===== src/rtl/wb_bitstream_fifo.sv =====
// wb_bitstream_fifo
//   Wishbone slave that buffers FPGA configuration words written by the
//   management core and streams them to the config loader over valid/ready.
//
//   Optional feature macro: BITSTREAM_CHECKSUM_EN
//     defined   : CSUM register holds the 32-bit wrap-around sum of popped words
//     undefined : CSUM reads 0 and no adder is built
//
// Parameters
//   DEPTH      FIFO depth in 32-bit words (power of two, 2..128)
//   ADDR_BASE  base of the 16-byte register window
//
// Ports
//   wb_clk_i      in   Wishbone clock (only clock)
//   wb_rst_n_i    in   async active-low reset
//   wbs_stb_i     in   Wishbone strobe
//   wbs_cyc_i     in   Wishbone cycle
//   wbs_we_i      in   1 = write
//   wbs_sel_i     in   byte selects
//   wbs_adr_i     in   byte address
//   wbs_dat_i     in   write data
//   wbs_ack_o     out  single-cycle acknowledge
//   wbs_dat_o     out  read data, 0 unless wbs_ack_o
//   cfg_data_o    out  head-of-FIFO word, 0 when empty
//   cfg_valid_o   out  FIFO not empty
//   cfg_ready_i   in   loader accepts the head word when valid & ready
//
// Register map (adr[1:0] ignored)
//   0x0 DATA  W: push (sel must be 4'hF)   R: 0
//   0x4 STAT  R: [0] empty [1] full [2] overflow [15:8] count
//   0x8 CTRL  W: [0] flush [1] clear overflow   R: 0
//   0xC CSUM  R: checksum

module wb_bitstream_fifo #(
    parameter int unsigned DEPTH     = 16,
    parameter logic [31:0] ADDR_BASE = 32'h3000_0000
) (
    input  logic        wb_clk_i,
    input  logic        wb_rst_n_i,
    input  logic        wbs_stb_i,
    input  logic        wbs_cyc_i,
    input  logic        wbs_we_i,
    input  logic [3:0]  wbs_sel_i,
    input  logic [31:0] wbs_adr_i,
    input  logic [31:0] wbs_dat_i,
    output logic        wbs_ack_o,
    output logic [31:0] wbs_dat_o,
    output logic [31:0] cfg_data_o,
    output logic        cfg_valid_o,
    input  logic        cfg_ready_i
);

    localparam int unsigned AW = $clog2(DEPTH);
    localparam int unsigned CW = AW + 1;

    localparam logic [1:0] REG_DATA = 2'd0;
    localparam logic [1:0] REG_STAT = 2'd1;
    localparam logic [1:0] REG_CTRL = 2'd2;
    localparam logic [1:0] REG_CSUM = 2'd3;

    logic [AW-1:0] wr_ptr_q, wr_ptr_d;
    logic [AW-1:0] rd_ptr_q, rd_ptr_d;
    logic [CW-1:0] count_q, count_d;
    logic          ovf_q, ovf_d;
    logic          ack_q, ack_d;
    logic [31:0]   dat_q, dat_d;
    logic [31:0]   mem_q [DEPTH];

    logic          in_win;
    logic          req;
    logic [1:0]    reg_sel;
    logic          empty;
    logic          full;
    logic          pop;
    logic          push_req;
    logic          push_acc;
    logic          flush;
    logic          clr_ovf;
    logic [31:0]   head;
    logic [31:0]   csum_rd;
    logic [7:0]    cnt8;
    logic [31:0]   stat;
    logic          unused_adr;

    assign unused_adr = ^wbs_adr_i[1:0];

    assign in_win  = (wbs_adr_i[31:4] == ADDR_BASE[31:4]);
    // !ack_q keeps a request that is still held during its ack cycle from
    // being acknowledged twice back-to-back.
    assign req     = wbs_stb_i & wbs_cyc_i & in_win & ~ack_q;
    assign reg_sel = wbs_adr_i[3:2];

    assign empty = (count_q == '0);
    assign full  = (count_q == CW'(DEPTH));
    assign pop   = ~empty & cfg_ready_i;
    assign head  = mem_q[rd_ptr_q];

    assign push_req = req & wbs_we_i & (reg_sel == REG_DATA) & (wbs_sel_i == 4'hF);
    // A pop on the same edge frees the slot, so a push into a full FIFO
    // is still accepted in that case.
    assign push_acc = push_req & (~full | pop);
    assign flush    = req & wbs_we_i & (reg_sel == REG_CTRL) & wbs_dat_i[0];
    assign clr_ovf  = req & wbs_we_i & (reg_sel == REG_CTRL) & wbs_dat_i[1];

    assign cfg_valid_o = ~empty;
    assign cfg_data_o  = empty ? '0 : head;
    assign wbs_ack_o   = ack_q;
    assign wbs_dat_o   = dat_q;

    always_comb begin
        cnt8           = '0;
        cnt8[CW-1:0]   = count_q;
        stat           = {16'h0000, cnt8, 5'b00000, ovf_q, full, empty};
    end

    always_comb begin
        wr_ptr_d = wr_ptr_q;
        rd_ptr_d = rd_ptr_q;
        count_d  = count_q;
        ovf_d    = ovf_q;
        ack_d    = req;
        dat_d    = '0;

        if (flush) begin
            wr_ptr_d = '0;
            rd_ptr_d = '0;
            count_d  = '0;
        end else begin
            if (push_acc) begin
                wr_ptr_d = wr_ptr_q + 1'b1;
            end
            if (pop) begin
                rd_ptr_d = rd_ptr_q + 1'b1;
            end
            count_d = count_q + {{AW{1'b0}}, push_acc} - {{AW{1'b0}}, pop};
        end

        if (push_req & full & ~pop) begin
            ovf_d = 1'b1;
        end
        if (clr_ovf) begin
            ovf_d = 1'b0;
        end

        if (req & ~wbs_we_i) begin
            case (reg_sel)
                REG_STAT: dat_d = stat;
                REG_CSUM: dat_d = csum_rd;
                default:  dat_d = '0;
            endcase
        end
    end

    always_ff @(posedge wb_clk_i or negedge wb_rst_n_i) begin
        if (!wb_rst_n_i) begin
            wr_ptr_q <= '0;
            rd_ptr_q <= '0;
            count_q  <= '0;
            ovf_q    <= 1'b0;
            ack_q    <= 1'b0;
            dat_q    <= '0;
        end else begin
            wr_ptr_q <= wr_ptr_d;
            rd_ptr_q <= rd_ptr_d;
            count_q  <= count_d;
            ovf_q    <= ovf_d;
            ack_q    <= ack_d;
            dat_q    <= dat_d;
        end
    end

    // Storage needs no reset: only words between the pointers are ever visible.
    always_ff @(posedge wb_clk_i) begin
        if (push_acc & ~flush) begin
            mem_q[wr_ptr_q] <= wbs_dat_i;
        end
    end

`ifdef BITSTREAM_CHECKSUM_EN
    logic [31:0] csum_q, csum_d;

    always_comb begin
        csum_d = csum_q;
        if (flush) begin
            csum_d = '0;
        end else if (pop) begin
            csum_d = csum_q + head;
        end
    end

    always_ff @(posedge wb_clk_i or negedge wb_rst_n_i) begin
        if (!wb_rst_n_i) begin
            csum_q <= '0;
        end else begin
            csum_q <= csum_d;
        end
    end

    assign csum_rd = csum_q;
`else
    assign csum_rd = '0;
`endif

endmodule


===== config.mk =====
export PLATFORM = sky130hd
export DESIGN_NAME = wb_bitstream_fifo
export DESIGN_NICKNAME = d
export VERILOG_FILES = /design/src/rtl/wb_bitstream_fifo.sv
export SDC_FILE = /design/constraint.sdc
export NUM_CORES = 1
export LEC_CHECK = 0
export BUFFER_PORTS_ARGS = -buffer_cell sky130_fd_sc_hd__buf_2
export CAP_MARGIN = 20
export CORE_ASPECT_RATIO = 1.25
export CORE_UTILIZATION = 35
export DETAILED_ROUTE_END_ITERATION = 8
export SYNTH_ARGS = -nofsm -noshare
export SYNTH_HDL_FRONTEND = slang
export SYNTH_SLANG_ARGS = --single-unit

===== constraint.sdc =====
create_clock -name wb_clk_i -period 3.7 [get_ports wb_clk_i]
set_clock_uncertainty 0.2 [all_clocks]
set_input_delay 0.185 -clock wb_clk_i [delete_from_list [all_inputs] [get_ports wb_clk_i]]
set_output_delay 0.185 -clock wb_clk_i [all_outputs]
set_load 0.02 [all_outputs]

==> flow_metrics.env, run 1 <==
export IMPL_status="completed"
export IMPL_ys_seq_area_share_pct=75.71
export IMPL_finalSetupViolations=0
export IMPL_synth_distinct_cells=50
export IMPL_syn_area_um2=21070
export IMPL_routed_via_density=5.115
export IMPL_sequentialPowerShare_pct=42.2
export IMPL_initial_core_util_pct=35.37
export IMPL_grt_pass1_vias=10787
export IMPL_cts_tree="built"
export IMPL_hold_viol=0
export IMPL_slowest_stage="dlygate4sd3_1"
export IMPL_io_pins=140
export IMPL_maxCapViolCount=0
export IMPL_p_switching_mw=4.919
export IMPL_clkLatencyLatePin_ns=0.57
export IMPL_finalCriticalPeriod_ns=3.472
export IMPL_layout_nets=1241
export IMPL_clockPowerShare_pct=29.0
export IMPL_synth_cells=954
export IMPL_p_leak_nw=8.281
export IMPL_cellPowerDensity_nw_per_um2=662.0
export IMPL_area_growth_pct=17.93
export IMPL_row_count=100
export IMPL_worst_ir_drop_vdd_v=0.0004141
export IMPL_cpPeakStageDelay_ns=0.62
export IMPL_worstReg2RegStart="count_q[3]"
export IMPL_ys_seq_elements=535
export IMPL_reg2reg_depth=14
export IMPL_path_cells="dlygate4sd3_1 > buf_2 > nor4_4 > dlygate4sd3_1 > nand4_4 > nor4_4 > inv_2 > ha_1 > inv_1 > ha_1 > fa_1 > a21oi_1 > nor2_1 > or3_1 > a21oi_1"
export IMPL_critPathCaptureType="flip-flop"
export IMPL_rr_endpoint="count_q[4]"
export IMPL_final_core_utilization_pct=41.72
export IMPL_r2r_slack_ns=0.34
export IMPL_place_hpwl_um=24220
export IMPL_syn_avg_cell_area_um2=22.08
export IMPL_p_int_mw=11.53
export IMPL_synth_top_area_share_pct=72.98
export IMPL_synth_flop_cell="edfxtp_1"
export IMPL_finalNonFillerCells=1960
export IMPL_finalHoldWorstSlack_ns=0.08266
export IMPL_async_reset_ff_share_pct=4.299
export IMPL_wl_um=44850
export IMPL_worst_pin_slew_ns=0.5724
export IMPL_numPortBuffers=113
export IMPL_die_h_um=276.3
export IMPL_worstHoldStart="wbs_we_i"
export IMPL_place_inst=1822
export IMPL_worstPathArrival_ns=3.76
export IMPL_antenna_left=0
export IMPL_grt_pass1_wl_um=66800
export IMPL_drtIter0Drc=781
export IMPL_place_congestion=0.6959
export IMPL_path_max_fanout=2
export IMPL_combPwrFrac_pct=28.9
export IMPL_met2_usage_pct=25.39
export IMPL_dr_pass1_iters=4
export IMPL_switching_share_pct=29.91
export IMPL_met3_usage_pct=2.179
export IMPL_cts_clk_slew_worst_paths_ns=0.07
export IMPL_grt_antenna_before_repair=2
export IMPL_htree_num_levels=2
export IMPL_place_ws_ns=0.4061
export IMPL_track_usage_pct=14.64
export IMPL_crit_family="buffers and inverters"
export IMPL_holdPathEnd="rd_ptr_q[3]"
export IMPL_drcViolationCount=0
export IMPL_slew_viol_final=0
export IMPL_grt_max_degree=51
export IMPL_busiest_layer="met2"
export IMPL_root_buffer="clkbuf_16"
export IMPL_cts_buffer_depth=3
export IMPL_cts_buffers_inserted=49
export IMPL_fin_setup_tns_ns=0
export IMPL_hold_depth=4
export IMPL_fmax_mhz=288.0
export IMPL_clock_sinks=535
export IMPL_start_kind="input port"
export IMPL_path_class="in2reg"
export IMPL_dieArea_um2=61180
export IMPL_core_area_um2=59560
export IMPL_dieWidth_um=221.4
export IMPL_hp_class="in2reg"
export IMPL_wl_per_cell_um=22.88
export IMPL_slew_headroom_pct=61.55
export IMPL_num_vias=10026
export IMPL_yosys_top_cells_area="edfxtp_1 (73%), mux4_2 (14%), mux2i_1 (3.0%), dfrtp_1 (2.7%), buf_4 (1.2%)"
export IMPL_ys_warnings_count=0
export IMPL_grt_ovfl_total=0
export IMPL_synth_edf_count=512
export IMPL_drive_above_1_share_pct=32.33
export IMPL_setup_slack_ns=0.2283
export IMPL_use_met1_pct=19.21
export IMPL_worstPathRequired_ns=3.99
export IMPL_rsz0062_at_grt="false"
export IMPL_yosysTopAreaCell="edfxtp_1"
export IMPL_post_route_period_util_pct=93.83
export IMPL_critPathBufInv=5
[layer usage]
metal  part of all wire (%)  wire length (um)  vias to the layer above
li1                       -                 -                     4369
met1                     44             19550                     5350
met2                     51             22710                      238
met3                    3.6              1614                       67
met4                    2.1               962                        2
met5                  0.029                13                        -
[metrics by stage]
| step | power [mW] | area, um^2 |
|---|---|---|
| final | 16.45 | 24850 |
| after global routing | 17.15 | 24850 |
| after CTS | 16.70 | 24810 |
| after detailed placement | 11.90 | 22850 |
| after global placement | 11.86 | 22850 |
| after floorplan | 10.41 | 21150 |
[power by group through the flow]
stage	logic (mW)	clock network [mW]	registers (mW)
3_5_place_dp	4.82	0	7.07
5_1_grt	5.12	5.07	6.96
6_report	4.75	4.76	6.94
4_1_cts	4.87	4.89	6.94
3_3_place_gp	4.79	0	7.07
2_1_floorplan	3.56	0	6.85
[flip-flops by register name, indices dropped and copies added, names as in the netlist]
register / count
count_q: 5
wbs_dat_o: 8
mem_q: 512
wr_ptr_q: 4
rd_ptr_q: 4
ovf_q: 1
wbs_ack_o: 1
[layout make-up]
| cell class | instances | area, um^2 |
|---|---|---|
| Sequential cell | 535 | 15960 |
| Inverter | 11 | 41.29 |
| Clock buffer | 58 | 1260 |
| Clock inverter | 32 | 239.0 |
| Antenna cell | 1 | 2.502 |
| Fill cell | 5218 | 34710 |
| Multi-Input combinational cell | 358 | 4767 |
| Timing Repair Buffer | 200 | 1617 |
| Tap cell | 765 | 957.2 |
[cells in the mapped netlist, types with 6 or more instances]
library cell / n
edfxtp_1: 512
mux4_2: 128
mux2i_1: 64
buf_4: 34
o22ai_1: 32
dfrtp_1: 23
and3_1: 15
buf_2: 15
buf_1: 13
ha_1: 11
clkbuf_1: 10
inv_1: 10
nor2_1: 9
nor2b_1: 6
[worst max-delay path by stage]
stage / startpoint / slack [ns] / endpoint / depth (start not counted)
3_3_place_gp: count_q[3] / 0.42 / count_q[4] / 14
2_1_floorplan: count_q[3] / 0.38 / count_q[4] / 14
5_1_grt: wbs_adr_i[22] / 0.05 / count_q[4] / 15
3_5_place_dp: count_q[3] / 0.41 / count_q[4] / 14
4_1_cts: wbs_adr_i[22] / 0.16 / count_q[4] / 15
6_report: wbs_adr_i[22] / 0.23 / count_q[4] / 15
[logic make-up after synthesis]
logic type	Yosys count	synth area share, %
and+or+nand+nor	75	2.714
xor gates and xnor gates	6	0.2494
DFF	535	75.71
buffers and inverters	84	2.227
muxes	193	16.78
adders and majority gates	12	0.7483
other	1	0.01780
AOI/OAI and AO/OA	48	1.556
[what timing repair did]
| action | 4_1_cts | 5_1_grt |
|---|---|---|
| setup buffers | 0 | 0 |
| gates resized for setup | 0 | 1 |
| hold buffers | 46 | 0 |
| endpoints found under the hold margin | 553 | 0 |
| setup endpoints to repair | 0 | 1 |
[layout by cell type (no fill, tap or decap), drive strengths merged, types with 4 or more instances in the layout]
cell type and n:
edfxtp 512, buf 154, mux4 128, mux2i 64, clkbuf 58, dlygate4sd3 46
o22ai 32, clkinv 25, conb 24, dfrtp 23, and3 15, inv 13
nor4 13, ha 11, nor2 9, nor2b 6, nand2 5, a21oi 4
xor2 4
[worst min-delay path, cell delays in order]
cell	delay, ns
buf_2	0.11
nand2b_1	0.29
nor4_4	0.13
nor2_1	0.10
No activity file was read; power rests on OpenSTA's default activity.
==> run 2, diff against run 1 <==
--- a/config.mk
+++ b/config.mk
@@ -10,6 +10,7 @@
 export CORE_ASPECT_RATIO = 1.25
 export CORE_UTILIZATION = 35
 export DETAILED_ROUTE_END_ITERATION = 8
+export GPL_TIMING_DRIVEN = 0
 export SYNTH_ARGS = -nofsm -noshare
 export SYNTH_HDL_FRONTEND = slang
 export SYNTH_SLANG_ARGS = --single-unit
==> flow_metrics.env, run 2 (same netlist as run 1, synthesis figures left out) <==
export IMPL_status="completed"
export IMPL_drive_above_1_share_pct=32.50
export IMPL_root_buffer="clkbuf_16"
export IMPL_dieWidth_um=221.4
export IMPL_clkLatencyLatePin_ns=0.58
export IMPL_critical_path_endpoint="cfg_data_o[0]"
export IMPL_drcViolationCount=0
export IMPL_antenna_left=0
export IMPL_worstReg2RegStart="count_q[3]"
export IMPL_worstPathArrival_ns=3.23
export IMPL_worst_ir_drop_vdd_v=0.0004328
export IMPL_routed_via_density=5.120
export IMPL_cts_clk_slew_worst_paths_ns=0.06
export IMPL_slew_headroom_pct=26.77
export IMPL_track_usage_pct=15.89
export IMPL_worstPathRequired_ns=3.31
export IMPL_place_congestion=0.7039
export IMPL_cellPowerDensity_nw_per_um2=678.2
export IMPL_maxCapViolCount=0
export IMPL_htree_num_levels=2
export IMPL_layout_commonest_cell="edfxtp_1"
export IMPL_startpoint="rd_ptr_q[1]"
export IMPL_rr_endpoint="count_q[4]"
export IMPL_place_hpwl_um=29290
export IMPL_largest_register_ffs=512
export IMPL_num_vias=10296
export IMPL_drtIter0Drc=830
export IMPL_layout_nets=1292
export IMPL_cts_buffer_depth=3
export IMPL_diodes=0
export IMPL_r2r_slack_ns=0.20
export IMPL_grt_pass1_vias=11084
export IMPL_grt_ovfl_total=0
export IMPL_critPathCaptureType="primary output"
export IMPL_finalSetupViolations=0
export IMPL_clock_sinks=535
export IMPL_grt_pass1_wl_um=70880
export IMPL_start_kind="flip-flop"
export IMPL_post_cts_setup_buffers=0
export IMPL_finalInstanceArea_um2=25130
export IMPL_grt_antenna_before_repair=1
export IMPL_row_count=100
export IMPL_reg2reg_depth=13
export IMPL_numPortBuffers=113
export IMPL_cts_buffers_inserted=52
export IMPL_io_pins=140
export IMPL_worst_pin_slew_ns=1.098
export IMPL_die_h_um=276.3
export IMPL_fin_setup_tns_ns=0
export IMPL_cts_tree="built"
export IMPL_final_cell_mix="edfxtp_1 (512), mux4_2 (128), buf_2 (127), mux2i_1 (64), clkbuf_16 (52)"
export IMPL_post_route_period_util_pct=97.70
export IMPL_hold_viol=0
export IMPL_dieArea_um2=61180
export IMPL_placed_area_um2=23020
export IMPL_max_flop_register="mem_q"
export IMPL_initial_core_util_pct=35.37
export IMPL_wl_um=47770
export IMPL_slew_viol_final=0
export IMPL_grt_max_degree=24
export IMPL_hp_class="in2reg"
export IMPL_area_growth_pct=19.30
export IMPL_path_class="reg2out"
export IMPL_rsz0062_at_grt="false"
export IMPL_wl_per_cell_um=23.75
export IMPL_finalCriticalPeriod_ns=3.615
export IMPL_fmax_mhz=276.6
export IMPL_path_max_fanout=10
export IMPL_dr_pass1_iters=5
export IMPL_core_area_um2=59560
export IMPL_p_leak_nw=8.454
[run 2: how the worst min path moves through the flow]
stage	start	endpoint	cells past startpoint
global placement	wb_rst_n_i	wbs_dat_o[8]	1
floorplan	wb_rst_n_i	count_q[0]	0
finish	wbs_we_i	rd_ptr_q[3]	4
global route	wbs_we_i	rd_ptr_q[2]	4
CTS	wbs_we_i	rd_ptr_q[3]	4
detailed placement	wb_rst_n_i	wbs_dat_o[1]	1
[run 2: area by class of cell]
cell class                 instances  area, um^2
clock inverter                    33       294.0
sequential                       535       15950
fill                            5236       34420
timing repair buffer             176        1366
inverter                          11       41.29
buffer                            72       432.9
clock buffer                      61        1335
multi-input combinational        358        4756
tap                              765       957.2
[run 2: layer usage]
layer  routed length, um  global-route usage, %  part of all wire, %  up-vias
li1                    -                      -                    -     4486
met1               19750                  20.56                   41     5393
met2               24350                  27.54                   51      341
met3                2663                  2.635                  5.6       74
met4                 987                  4.505                  2.1        2
met5                  13                      0                0.027        -
[run 2: power by group]
part | switching [mW] | internal [mW] | total (mW) | leakage, nW
Sequential | 0.0629 | 6.68 | 6.75 | 4.90
Combinational | 2.94 | 2.24 | 5.18 | 2.77
Clock | 2.20 | 2.92 | 5.12 | 0.792
Total | 5.20 | 11.8 | 17.0 | 8.45
[run 2: critical path, stage by stage (launching register included)]
cell and delay [ns]:
dfrtp_1 0.49, buf_2 0.27, clkdlybuf4s15_1 0.80, mux4_2 0.37, mux2i_1 0.07, o22ai_1 0.38, buf_2 0.24
[run 2: through the flow]
| step | hold WS [ns] | setup slack [ns] | utilization [%] | std cells | power, mW |
|---|---|---|---|---|---|
| floorplan | -0.3106 | 0.3794 | - | 977 | 10.41 |
| global placement | -0.007635 | -0.1955 | 38.08 | 1855 | 12.06 |
| detailed placement | 0.002815 | 0.2263 | 38.65 | 1871 | 12.14 |
| CTS | 0.02185 | 0.01385 | 42.19 | 2012 | 17.31 |
| global route | 0.08380 | 0.001515 | 42.20 | 2011 | 17.78 |
| finish | 0.04999 | 0.08513 | 42.20 | 2011 | 17.05 |
[run 2: repair_timing]
item | CTS | global route
hold endpoints to repair | 558 | 0
resized for setup | 0 | 3
hold buffers | 47 | 0
endpoints found under the setup margin | 0 | 2
==> run 3, diff against run 2 <==
--- a/config.mk
+++ b/config.mk
@@ -5,11 +5,13 @@
 export SDC_FILE = /design/constraint.sdc
 export NUM_CORES = 1
 export LEC_CHECK = 0
+export ABC_AREA = 1
 export BUFFER_PORTS_ARGS = -buffer_cell sky130_fd_sc_hd__buf_2
 export CAP_MARGIN = 20
 export CORE_ASPECT_RATIO = 1.25
 export CORE_UTILIZATION = 35
 export DETAILED_ROUTE_END_ITERATION = 8
+export GPL_ROUTABILITY_DRIVEN = 0
 export GPL_TIMING_DRIVEN = 0
 export SYNTH_ARGS = -nofsm -noshare
 export SYNTH_HDL_FRONTEND = slang
==> constraint.sdc (replaced) <==
create_clock -name wb_clk_i -period 3.7 [get_ports wb_clk_i]
set_clock_uncertainty 0.2 [all_clocks]
set_input_delay 0.555 -clock wb_clk_i [delete_from_list [all_inputs] [get_ports wb_clk_i]]
set_output_delay 0.555 -clock wb_clk_i [all_outputs]
set_load 0.02 [all_outputs]
==> flow_metrics.env, run 3 <==
export IMPL_status="finished with violations"
export IMPL_violations="DRC"
export IMPL_synth_flop_cell="edfxtp_1"
export IMPL_fmax_mhz=272.1
export IMPL_dieArea_um2=62220
export IMPL_switching_share_pct=38.64
export IMPL_numPortBuffers=113
export IMPL_rr_endpoint="count_q[4]"
export IMPL_m1WireLength_um=24280
export IMPL_root_buffer="clkbuf_16"
export IMPL_antenna_left=0
export IMPL_clkLatencyLatePin_ns=0.56
export IMPL_post_cts_setup_buffers=0
export IMPL_yosys_top_cells_area="edfxtp_1 (72%), o21ai_0 (5.3%), nor2_1 (5.2%), o221ai_1 (3.9%), dfrtp_1 (2.7%)"
export IMPL_p_int_mw=10.92
export IMPL_finalCriticalPeriod_ns=3.675
export IMPL_combPwrFrac_pct=36.1
export IMPL_dr_wl_met3_um=4346
export IMPL_worstPathRequired_ns=2.94
export IMPL_r2r_slack_ns=0.54
export IMPL_synth_top_area_share_pct=71.75
export IMPL_grt_antenna_before_repair=1
export IMPL_hold_depth=1
export IMPL_finalHoldWorstSlack_ns=0.1546
export IMPL_rsz0062_at_grt="true"
export IMPL_final_cell_mix="edfxtp_1 (512), nor2_1 (281), o21ai_0 (228), buf_2 (166), o221ai_1 (95)"
export IMPL_worstReg2RegStart="count_q[3]"
export IMPL_syn_avg_cell_area_um2=13.27
export IMPL_wl_um=65070
export IMPL_track_usage_pct=20.56
export IMPL_io_pins=140
export IMPL_cellPowerDensity_nw_per_um2=710.3
export IMPL_drive_above_1_share_pct=18.25
export IMPL_maxCapViolCount=0
export IMPL_path_class="reg2out"
export IMPL_cts_tree="built"
export IMPL_ys_warnings_count=0
export IMPL_layout_commonest_cell="edfxtp_1"
export IMPL_clock_sinks=535
export IMPL_grt_pass1_wl_um=93470
export IMPL_fin_setup_tns_ns=0
export IMPL_finalSetupViolations=0
export IMPL_setup_slack_ns=0.02492
export IMPL_die_h_um=278.6
export IMPL_syn_area_um2=21430
export IMPL_grt_pass1_vias=14601
export IMPL_hold_viol=0
export IMPL_synth_cells=1615
export IMPL_reg2reg_depth=17
export IMPL_async_reset_ff_share_pct=4.299
export IMPL_slew_viol_final=0
export IMPL_ys_seq_elements=535
export IMPL_dieWidth_um=223.3
export IMPL_area_growth_pct=16.95
export IMPL_grt_max_degree=26
export IMPL_initial_core_util_pct=35.33
export IMPL_placed_area_um2=23580
export IMPL_path_max_fanout=10
export IMPL_cts_buffers_inserted=47
export IMPL_place_hpwl_um=44470
export IMPL_drcViolationCount=2
export IMPL_drtIter0Drc=1424
export IMPL_cts_clk_slew_worst_paths_ns=0.07
export IMPL_critPathCaptureType="primary output"
export IMPL_clockPowerShare_pct=26.1
export IMPL_sequentialPowerShare_pct=37.8
export IMPL_route_met2_wl_um=33430
export IMPL_row_count=101
export IMPL_worst_ir_drop_vdd_v=0.0003515
export IMPL_ys_seq_area_share_pct=74.44
export IMPL_worstPathArrival_ns=2.92
export IMPL_finalNonFillerCells=2625
export IMPL_max_flop_register="mem_q"
export IMPL_finalInstanceArea_um2=25060
export IMPL_total_power_mw=17.80
export IMPL_worstHoldStart="wbs_dat_i[11]"
export IMPL_num_fill_cells=5587
export IMPL_htree_num_levels=2
export IMPL_top_layer="met5"
export IMPL_place_ws_ns=0.1457
export IMPL_worst_pin_slew_ns=0.8832
export IMPL_synth_distinct_cells=33
export IMPL_place_inst=2539
export IMPL_slew_headroom_pct=41.12
export IMPL_start_kind="flip-flop"
export IMPL_p_switching_mw=6.877
export IMPL_post_route_period_util_pct=99.33
export IMPL_holdPathEnd="mem_q[3][11]"
export IMPL_synth_most_common_cell="edfxtp_1"
export IMPL_grt_ovfl_total=0
export IMPL_hp_class="in2reg"
export IMPL_wl_per_cell_um=24.79
export IMPL_synth_edf_count=512
export IMPL_cts_buffer_depth=3
export IMPL_synth_common_cells="edfxtp_1 (512), nor2_1 (297), o21ai_0 (228), o221ai_1 (95), a21oi_1 (64)"
export IMPL_core_area_um2=60660
export IMPL_yosysTopAreaCell="edfxtp_1"
export IMPL_routed_via_density=5.519
export IMPL_layout_nets=1903
export IMPL_num_vias=14488
export IMPL_largest_register_ffs=512
export IMPL_p_leak_nw=8.523
export IMPL_dr_pass1_iters=9
export IMPL_final_core_utilization_pct=41.31
## run 3: cell types whose count changed after synthesis, moves of 30 or more
cell / change
a21oi_1: +60
buf_2: +43
clkbuf_1: +30
inv_1: +35
mux2i_1: -64
mux4_2: -128
nand2_1: +48
nand3_1: +53
nor2_1: +288
o21ai_0: +227
o21ai_1: +44
o221ai_1: +95
## run 3: kinds of logic (layout without fill, tap and decap cells)
family,after synthesis,count (layout),synth area share (%)
AO/OA/AOI/OAI,456,456,12.50
XOR/XNOR,5,5,0.2044
adder cells (fa/ha/maj),12,12,0.7357
buffers and inverters,180,394,4.006
flip-flops,535,535,74.44
other,1,25,0.01750
AND/OR/NAND/NOR,426,426,8.105
## run 3: repair_timing
action	CTS	global route
resized for setup	24	23
hold endpoints to repair	23	0
pin swaps	0	0
endpoints found under the setup margin	28	20
hold buffers	1	0
## run 3: power groups by stage
stage          registers (mW)  clock network [mW]  logic (mW)
2_1_floorplan            6.84                   0        3.63
3_3_place_gp             6.86                   0        6.18
3_5_place_dp             6.86                   0        6.30
4_1_cts                  6.73                4.65        6.36
5_1_grt                  6.73                4.86        6.82
6_report                 6.74                4.64        6.42
## run 3: critical path, stage by stage (launching register included)
cell and delay (ns):
dfrtp_1 0.44, inv_1 0.11, buf_2 0.32, buf_1 0.61, o221ai_1 0.40, nand3_1 0.19, a21oi_1 0.09, buf_2 0.18
## run 3: area by class of cell
type                       count  area (um^2)  area share, %
antenna                        1        2.502       0.009986
tap                          772        965.9          3.854
inverter                      47        176.4         0.7040
clock buffer                  57         1214          4.843
buffer                       133        735.7          2.936
timing repair buffer         130        993.5          3.964
multi-input combinational    923         4840          19.31
clock inverter                27        182.7         0.7289
sequential                   535        15950          63.65
## run 3: layer usage
metal | vias to the layer above | track usage (%)
met5 | - | 0
met1 | 7240 | 24.31
met3 | 161 | 2.305
met2 | 695 | 36.92
li1 | 6390 | -
met4 | 2 | 10.38
## run 3: worst max path at each step
| stage | start | endpoint | slack (ns) | cells past startpoint |
|---|---|---|---|---|
| 2_1_floorplan | wbs_adr_i[23] | mem_q[0][0] | 0.32 | 9 |
| 3_3_place_gp | wbs_adr_i[23] | mem_q[12][12] | -1.49 | 10 |
| 3_5_place_dp | rd_ptr_q[0] | cfg_data_o[1] | 0.15 | 8 |
| 5_1_grt | rd_ptr_q[1] | cfg_data_o[19] | -0.06 | 8 |
| 6_report | rd_ptr_q[2] | cfg_data_o[23] | 0.02 | 7 |
| 4_1_cts | rd_ptr_q[1] | cfg_data_o[0] | 0.02 | 7 |
